### src/rtl/icache_direct.sv
// -----------------------------------------------------------------------------
// icache_direct
//   Direct-mapped, one-word-per-line instruction cache with a zero-cycle hit
//   path and a blocking single-word refill from the memory controller.
//
//   Parameters
//     SETS        number of lines, power of two in 2..1024
//
//   Ports
//     CLK         rising-edge clock for all state
//     nRST        asynchronous active-low reset
//     imemREN     fetch request from the datapath
//     imemaddr    fetch byte address (bits [1:0] ignored)
//     ihit        fetch satisfied this cycle, imemload valid
//     imemload    instruction word to the datapath (0 when ihit=0)
//     iREN        read request to the memory controller (FILL only)
//     iaddr       word-aligned refill address (0 outside FILL)
//     iwait       memory controller busy; iload valid when iREN & !iwait
//     iload       read data from the memory controller
//     hit_count   saturating count of hit cycles
//     miss_count  saturating count of misses
// -----------------------------------------------------------------------------
module icache_direct #(
   parameter int SETS = 16
) (
   input  logic        CLK,
   input  logic        nRST,
   input  logic        imemREN,
   input  logic [31:0] imemaddr,
   output logic        ihit,
   output logic [31:0] imemload,
   output logic        iREN,
   output logic [31:0] iaddr,
   input  logic        iwait,
   input  logic [31:0] iload,
   output logic [31:0] hit_count,
   output logic [31:0] miss_count
);

   localparam int IW = $clog2(SETS);
   localparam int TW = 30 - IW;

   typedef enum logic {
      IDLE = 1'b0,
      FILL = 1'b1
   } state_t;

   state_t          state_reg;
   state_t          state_next;
   logic [31:0]     miss_addr_reg;
   logic [31:0]     hit_cnt_reg;
   logic [31:0]     miss_cnt_reg;
   logic [SETS-1:0] valid_reg;
   logic [SETS-1:0] fill_sel;

   // Tag and data storage carry no reset; the valid bits alone decide hits.
   // The lookup is read combinationally to give the zero-cycle hit.
   logic [TW-1:0]   tag_mem  [SETS];
   logic [31:0]     data_mem [SETS];

   logic [IW-1:0]   lookup_index;
   logic [TW-1:0]   lookup_tag;
   logic [IW-1:0]   fill_index;
   logic [TW-1:0]   fill_tag;
   logic            lookup_match;
   logic            miss_start;
   logic            fill_done;

   assign lookup_index = imemaddr[IW+1:2];
   assign lookup_tag   = imemaddr[31:IW+2];
   assign fill_index   = miss_addr_reg[IW+1:2];
   assign fill_tag     = miss_addr_reg[31:IW+2];

   assign lookup_match = valid_reg[lookup_index] && (tag_mem[lookup_index] == lookup_tag);

   assign hit_count  = hit_cnt_reg;
   assign miss_count = miss_cnt_reg;

   // One-hot decode of the line being filled this cycle.
   for (genvar gi = 0; gi < SETS; gi++) begin : g_fill_sel
      assign fill_sel[gi] = fill_done && (fill_index == IW'(gi));
   end

   // Next-state and output logic. Outputs depend only on state and inputs,
   // so an asynchronous reset of state_reg/valid_reg clears them at once.
   always_comb begin
      state_next = state_reg;
      ihit       = 1'b0;
      imemload   = 32'h0;
      iREN       = 1'b0;
      iaddr      = 32'h0;
      miss_start = 1'b0;
      fill_done  = 1'b0;
      case (state_reg)
         IDLE: begin
            if (imemREN) begin
               if (lookup_match) begin
                  ihit     = 1'b1;
                  imemload = data_mem[lookup_index];
               end else begin
                  miss_start = 1'b1;
                  state_next = FILL;
               end
            end
         end
         FILL: begin
            // The refill runs to completion on the latched address no
            // matter what the datapath does meanwhile.
            iREN  = 1'b1;
            iaddr = miss_addr_reg;
            if (!iwait) begin
               fill_done  = 1'b1;
               state_next = IDLE;
            end
         end
         default: state_next = IDLE;
      endcase
   end

   always_ff @(posedge CLK or negedge nRST) begin
      if (!nRST) begin
         state_reg     <= IDLE;
         miss_addr_reg <= 32'h0;
         hit_cnt_reg   <= 32'h0;
         miss_cnt_reg  <= 32'h0;
         valid_reg     <= '0;
      end else begin
         state_reg <= state_next;
         valid_reg <= valid_reg | fill_sel;
         if (miss_start) begin
            miss_addr_reg <= {imemaddr[31:2], 2'b00};
         end
         if (ihit && (hit_cnt_reg != 32'hFFFF_FFFF)) begin
            hit_cnt_reg <= hit_cnt_reg + 32'd1;
         end
         if (miss_start && (miss_cnt_reg != 32'hFFFF_FFFF)) begin
            miss_cnt_reg <= miss_cnt_reg + 32'd1;
         end
      end
   end

   // Array write happens only in FILL and lookup only in IDLE, so the same
   // line is never read and written in one cycle. A reset forces IDLE
   // asynchronously, which suppresses any pending write.
   always_ff @(posedge CLK) begin
      if (fill_done) begin
         tag_mem[fill_index]  <= fill_tag;
         data_mem[fill_index] <= iload;
      end
   end

endmodule

### config.mk
export PLATFORM = sky130hd
export DESIGN_NAME = icache_direct
export DESIGN_NICKNAME = d
export VERILOG_FILES = /design/src/rtl/icache_direct.sv
export SDC_FILE = /design/constraint.sdc
export NUM_CORES = 1
export LEC_CHECK = 0
export ABC_AREA = 1
export CAP_MARGIN = 20
export CORE_ASPECT_RATIO = 1.5
export CORE_MARGIN = 2
export CORE_UTILIZATION = 35
export DETAILED_ROUTE_END_ITERATION = 12
export DONT_BUFFER_PORTS = 1
export GPL_ROUTABILITY_DRIVEN = 0
export RECOVER_POWER = 25
export SLEW_MARGIN = 25
export SYNTH_ARGS = -nofsm -noshare
export SYNTH_HDL_FRONTEND = slang
export SYNTH_SLANG_ARGS = --single-unit
### constraint.sdc
create_clock -name CLK -period 5.12 [get_ports CLK]
set_input_delay 0.512 -clock CLK [delete_from_list [all_inputs] [get_ports CLK]]
set_output_delay 0.512 -clock CLK [all_outputs]
set_load 0.01 [all_outputs]
==> flow_metrics.py, run 1 <==
metrics = {
    "outcome": {
        "outcome": "completed",
    },
    "cts": {
        "clock_path_buffers": 3,
        "clk-insertion-delay-late_ns": 0.68,
        "cts_setup_buffers": 0,
        "cts.reportedPaths.clkPinSlew_ns": 0.06,
        "ctsHoldBuffers": 53,
        "cts_tree": "done",
        "cts_max_level": 3,
        "cts-resized-gates": 0,
        "cts_root_buf": "clkbuf_16",
        "cts_buffers": 103,
        "cts.sinks": 1039,
    },
    "synth": {
        "synth_top_area_share_pct": 63.2,
        "ys_ff_latch": 1039,
        "synth_top_area_cell": "edfxtp_1",
        "synth_area_leaders": "edfxtp_1, nand2_1, dfrtp_1",
        "postSynthCellCount": 4019,
        "syn-cell-area_um2": 44100,
        "synth_cell_types": 31,
        "ys_seq_area_share_pct": 69.5,
        "yosysWarnings": 0,
        "syn_area_per_cell_um2": 11.0,
    },
    "route": {
        "first_pass_iters": 5,
        "drtIter0Drc": 2780,
        "drc": 0,
        "viasPerCell": 5.31,
        "vias": 30400,
        "ant_nets": 0,
        "wirelength_mm": 124,
        "wire_per_inst_um": 21.7,
    },
    "grt": {
        "antenna_found_initial": 5,
        "gr-total-overflow": 0,
        "grt_pass1_wl_mm": 183,
        "grt_max_degree": 489,
        "grt_pass1_vias": 29300,
        "grt_use_total_pct": 18.8,
    },
    "sta": {
        "hold_viol_final": 0,
        "whs_ns": 0.0397,
        "drv_slew": 0,
        "relSlewSlack_pct": 5.15,
        "worst_slack_ns": 0.586,
        "fmax_mhz": 221,
        "fin_crit_ns": 4.53,
        "timing.setup.tns_ns": 0,
        "rsz0062_at_grt": "false",
        "setup_viol": 0,
        "worst_pin_slew_ns": 1.42,
        "min_period_over_period_pct": 88.5,
        "finClkSkew_ns": 0.0331,
    },
    "setup_path": {
        "r2r_start": "state_reg",
        "reg2reg_to": "tag_mem[6][19]",
        "critPathBufInv": 4,
        "max_stage_delay_ns": 0.65,
        "crit_required_ns": 4.61,
        "ff2ff_path_depth": 6,
        "cpMaxStageDelayCell": "inv_8",
        "crit_family": "buffers and inverters",
        "critPathLaunchType": "input pin",
        "cp-end-kind": "output port",
        "r2r_slack_ns": 1.71,
        "crit_arrival_ns": 4.02,
        "crit_top_cell": "nand2_1",
        "crit_chain": "inv_8, buf_12, nand2_1, nand2_1, nand2_1, nand3_1, nand3_1, nand2_1, nand2_1, nand2_1, nand2_1, nor2_1, nand3_1, nor2_4, nand2_2, buf_4, a21oi_1, buf_4",
        "crit_fanout": 488,
        "criticalPathCategory": "in -> out",
    },
    "min_path": {
        "hold-path-endpoint": "miss_addr_reg[8]",
        "min_from": "imemaddr[8]",
        "whs_path_depth": 2,
        "hold_path.class": "in -> reg",
    },
    "floorplan": {
        "die_area_um2": 129000,
        "initial_core_util_pct": 35.2,
        "die_w_um": 294,
        "die_h_um": 439,
        "core_um2": 125000,
        "rows": 159,
        "ioPinCount": 198,
    },
    "placed_design": {
        "placed_cells": 5478,
        "dpl_worst_slack_ns": 0.913,
        "io_buffers": 0,
        "place_hpwl_mm": 65.1,
    },
    "final_layout": {
        "drive_gt1_share_pct": 6.18,
        "largest-register": "data_mem",
        "final_cells": 5726,
        "biggestRegsByFlops": "data_mem: 512 flops, tag_mem: 416 flops",
        "largest_reg_flops": 512,
        "num-nets-final": 4096,
        "synthToLayoutAreaGrowth_pct": 13.0,
    },
    "power_and_ir_drop": {
        "ir_worst_vdd_uv": 285,
        "total_power_mw": 18.6,
        "power_density_nw_per_um2": 373,
        "total_leakage_power_nw": 18.8,
    },
    "job": {
        "cap_violations": 0,
    },
}
==> cells in the final DEF (no fill, tap or decap), types with 21 or more instances in the layout <==
master         Yosys  final
edfxtp_1         928    928
dfrtp_1          111    110
a221oi_1         121    121
a21oi_1          271    271
o21ai_1           34     34
clkinv_1           0     21
xor2_1            25     25
inv_1            321    319
nand4_1           78     78
nand2_1         1190   1189
o21ai_0          108    108
clkbuf_16          0    104
buf_4             22     68
clkbuf_1         124     27
nor3_1            36     36
nand3_1          328    328
dlygate4sd3_1      0     52
nor2_1           180    163
==> cell families after synthesis <==
group / synth area share, %
compound gates: 7.51
fa+ha+maj: 0.0567
flops: 69.5
other cells: 0.00850
buf+inv: 5.14
simple gates: 17.2
xor+xnor: 0.616
==> synth_stat cells <==
master    number
nand2_1     1190
edfxtp_1     928
nand3_1      328
inv_1        321
a21oi_1      271
nor2_1       180
clkbuf_1     124
a221oi_1     121
dfrtp_1      111
o21ai_0      108
nand4_1       78
buf_2         52
nor3_1        36
o21ai_1       34
buf_1         31
xor2_1        25
buf_4         22
o211ai_1      12
nor4_1        10
a31oi_1        7
o31ai_1        7
xnor2_1        6
buf_6          4
inv_2          3
ha_1           2
nand2_2        2
nand3b_1       2
conb_1         1
nand3_2        1
nor2_4         1
nor4b_1        1
==> worst max-delay path by stage <==
stage,startpoint,depth (start not counted),endpoint
after CTS,imemaddr[2],18,imemload[6]
after global routing,imemaddr[2],18,imemload[6]
after detailed placement,imemaddr[2],18,imemload[6]
after global placement,imemaddr[2],18,imemload[6]
final,imemaddr[2],18,imemload[6]
after floorplan,iwait,3,data_mem[10][0]
==> power by group <==
part           total [mW]  switching, mW  leakage (nW)  internal (mW)
combinational        1.22          0.883          7.34          0.338
clock                7.45           3.21          1.61           4.24
sequential           9.93          0.286          9.80           9.64
total                18.6           4.38          18.8           14.2
==> layer usage <==
layer / GRT usage [%] / share of wire [%] / vias up / wire (um)
li1: - / - / 14000 / -
met1: 24.0 / 40 / 15000 / 50200
met2: 31.8 / 48 / 1188 / 60300
met3: 3.60 / 8.2 / 211 / 10100
met4: 6.58 / 3.0 / 4 / 3710
met5: 0 / 0.017 / - / 21
==> layout make-up <==
type | count | area [um^2]
clock inverter | 58 | 566
antenna | 3 | 7.51
fill | 11800 | 75300
clock buffer | 134 | 2750
multi-input combinational | 2424 | 11300
sequential | 1039 | 30600
tap | 1610 | 2010
inverter | 324 | 1240
timing repair buffer | 134 | 1310
==> stage by stage <==
step	util [%]	cell area, um^2
floorplan	-	44100
global placement	36.7	46000
detailed placement	36.7	46000
CTS	39.8	49800
global route	39.8	49800
finish	39.8	49800
==> worst reg2reg max path: stages (launching register included) <==
cell	delay, ns
dfrtp_2	0.35
buf_4	0.53
inv_1	0.12
nor2_1	0.16
nand3b_1	0.47
nor2_4	0.90
buf_4	0.49
Note: power is estimated with default switching activity, not from simulation.
==> run 2, diff against run 1 <==
Settings changed: GPL_TIMING_DRIVEN set to 0.
==> run 2 against run 1 <==
Against the previous run:
- the run now ends with capacitance limit, slew limit, setup timing left
- register-to-register slack gained 0.32 ns
- fmax is 12% lower
- cell count is 3.9% higher
- sequential power is essentially flat
- setup slack lost 0.65 ns
- clock power up 2%
- global-route usage increased by 4.8 points
- via count is 8.2% higher
- combinational power is 37% higher
- critical path type unchanged
- largest cell class unchanged
==> flow_metrics.py, run 2 (synthesis gave the netlist of run 1 again) <==
metrics = {
    "outcome": {
        "outcome": "finished with violations",
        "violations": "capacitance limit, slew limit, setup timing",
    },
    "floorplan": {
        "die_w_um": 294,
        "ioPinCount": 198,
        "rows": 159,
        "core_um2": 125000,
        "die_area_um2": 129000,
        "initial_core_util_pct": 35.2,
        "die_h_um": 439,
    },
    "setup_path": {
        "crit_arrival_ns": 4.67,
        "critPathLaunchType": "input pin",
        "criticalPathCategory": "in -> out",
        "crit_fanout": 10,
        "crit_required_ns": 4.61,
        "cp-end-kind": "output port",
    },
    "route": {
        "vias": 32900,
        "wirelength_mm": 155,
        "ant_nets": 0,
        "drtIter0Drc": 3406,
        "drc": 0,
        "met3WireLength_mm": 14.6,
        "topRoutingLayerUsed": "met5",
        "wire_per_inst_um": 26.1,
        "viasPerCell": 5.53,
        "wl_met2_mm": 77.2,
        "first_pass_iters": 6,
        "m1WireLength_mm": 53.8,
    },
    "sta": {
        "setup_viol": 1,
        "min_period_over_period_pct": 101,
        "fin_crit_ns": 5.18,
        "relSlewSlack_pct": -122,
        "fmax_mhz": 193,
        "rsz0062_at_grt": "false",
        "whs_ns": 0.0284,
        "hold_viol_final": 0,
        "finClkSkew_ns": 0.0302,
        "worst_slack_ns": -0.0613,
        "worst_pin_slew_ns": 3.34,
        "drv_slew": 112,
    },
    "final_layout": {
        "fillerInstances": 11600,
        "biggestRegsByFlops": "data_mem: 512 flops, tag_mem: 416 flops",
        "synthToLayoutAreaGrowth_pct": 17.6,
        "num-nets-final": 4317,
        "layout_commonest_cell": "nand2_1",
        "largest-register": "data_mem",
        "final_util_pct": 41.4,
        "drive_gt1_share_pct": 7.48,
        "final_cell_mix": "nand2_1, edfxtp_1, nand3_1",
        "fin_area_um2": 51800,
        "largest_reg_flops": 512,
    },
    "grt": {
        "gr-total-overflow": 0,
        "grt_use_total_pct": 23.6,
        "grt_pass1_wl_mm": 221,
        "grt_pass1_vias": 32200,
        "antenna_found_initial": 10,
        "grt_max_degree": 112,
    },
    "power_and_ir_drop": {
        "total_power_mw": 19.2,
        "total_leakage_power_nw": 19.6,
        "ir_worst_vdd_uv": 319,
        "power_density_nw_per_um2": 370,
    },
    "cts": {
        "cts_root_buf": "clkbuf_16",
        "cts_max_level": 3,
        "cts.reportedPaths.clkPinSlew_ns": 0.06,
        "cts_tree": "done",
        "clk-insertion-delay-late_ns": 0.71,
        "cts_setup_buffers": 0,
        "cts.sinks": 1039,
        "cts_buffers": 102,
        "clock_path_buffers": 3,
    },
    "placed_design": {
        "io_buffers": 0,
        "dpl_cell_area_um2": 47900,
        "place_hpwl_mm": 107,
        "dpl_worst_slack_ns": -0.141,
    },
    "min_path": {
        "hold_path.class": "in -> reg",
    },
    "job": {
        "cap_violations": 1,
    },
}
==> run 2: worst max-delay path, cell delays in order <==
cell	delay (ns)
clkbuf_2	0.27
inv_1	0.23
clkbuf_1	0.69
nand3_1	0.34
nand3_1	0.25
nand2_1	0.07
nor2_1	0.11
nand2_1	0.06
nor2_1	0.18
nand2_1	0.12
nor2_4	0.33
nand2_1	0.48
buf_2	0.40
a21oi_1	0.61
==> run 2: layer usage <==
metal	vias to the layer above	track usage [%]
li1	14500	-
met1	16000	26.6
met2	1909	41.3
met3	495	4.99
met4	8	13.6
met5	-	0
==> run 2: power by group <==
group / leakage (nW) / switching, mW / internal [mW]
Clock: 1.62 / 3.26 / 4.32
Combinational: 8.14 / 1.24 / 0.431
Sequential: 9.80 / 0.319 / 9.64
==> run 2: what timing repair did <==
| item | 4_1_cts | 5_1_grt |
|---|---|---|
| resized for setup | 3 | 8 |
| cloned | 0 | 0 |
| endpoints found under the setup margin | 3 | 2 |
| hold endpoints to repair | 646 | 0 |
| hold buffers | 57 | 0 |
==> run 2: worst paths after layout <==
path / startpoint / endpoint / slack (ns) / cells after the start
min reg2reg: valid_reg[4] / valid_reg[4] / 0.47 / 2
max: imemaddr[5] / imemload[3] / -0.06 / 14
min: imemaddr[31] / miss_addr_reg[31] / 0.03 / 2
min in group asynchronous: nRST / miss_count[18] / 1.42 / 2
max reg2reg: miss_count[0] / miss_count[11] / 2.03 / 9
max in group asynchronous: nRST / miss_addr_reg[20] / 1.70 / 2
==> run 2: layout make-up <==
type	instances	area [um^2]	area share [%]
antenna	8	20.0	0.0386
buffer	233	1070	2.07
clock buffer	139	2790	5.38
clock inverter	51	527	1.02
inverter	324	1220	2.35
multi-input combinational	2424	11300	21.8
sequential	1039	30600	59.1
tap	1610	2010	3.89
timing repair buffer	123	2250	4.34
==> run 2: per-stage QoR <==
stage / instances / TNS, ns
after floorplan: 4020 / 0
after global placement: 5630 / -2306.44
after detailed placement: 5696 / -0.211
after CTS: 5943 / 0
after global routing: 5948 / 0
final: 5951 / -0.0613
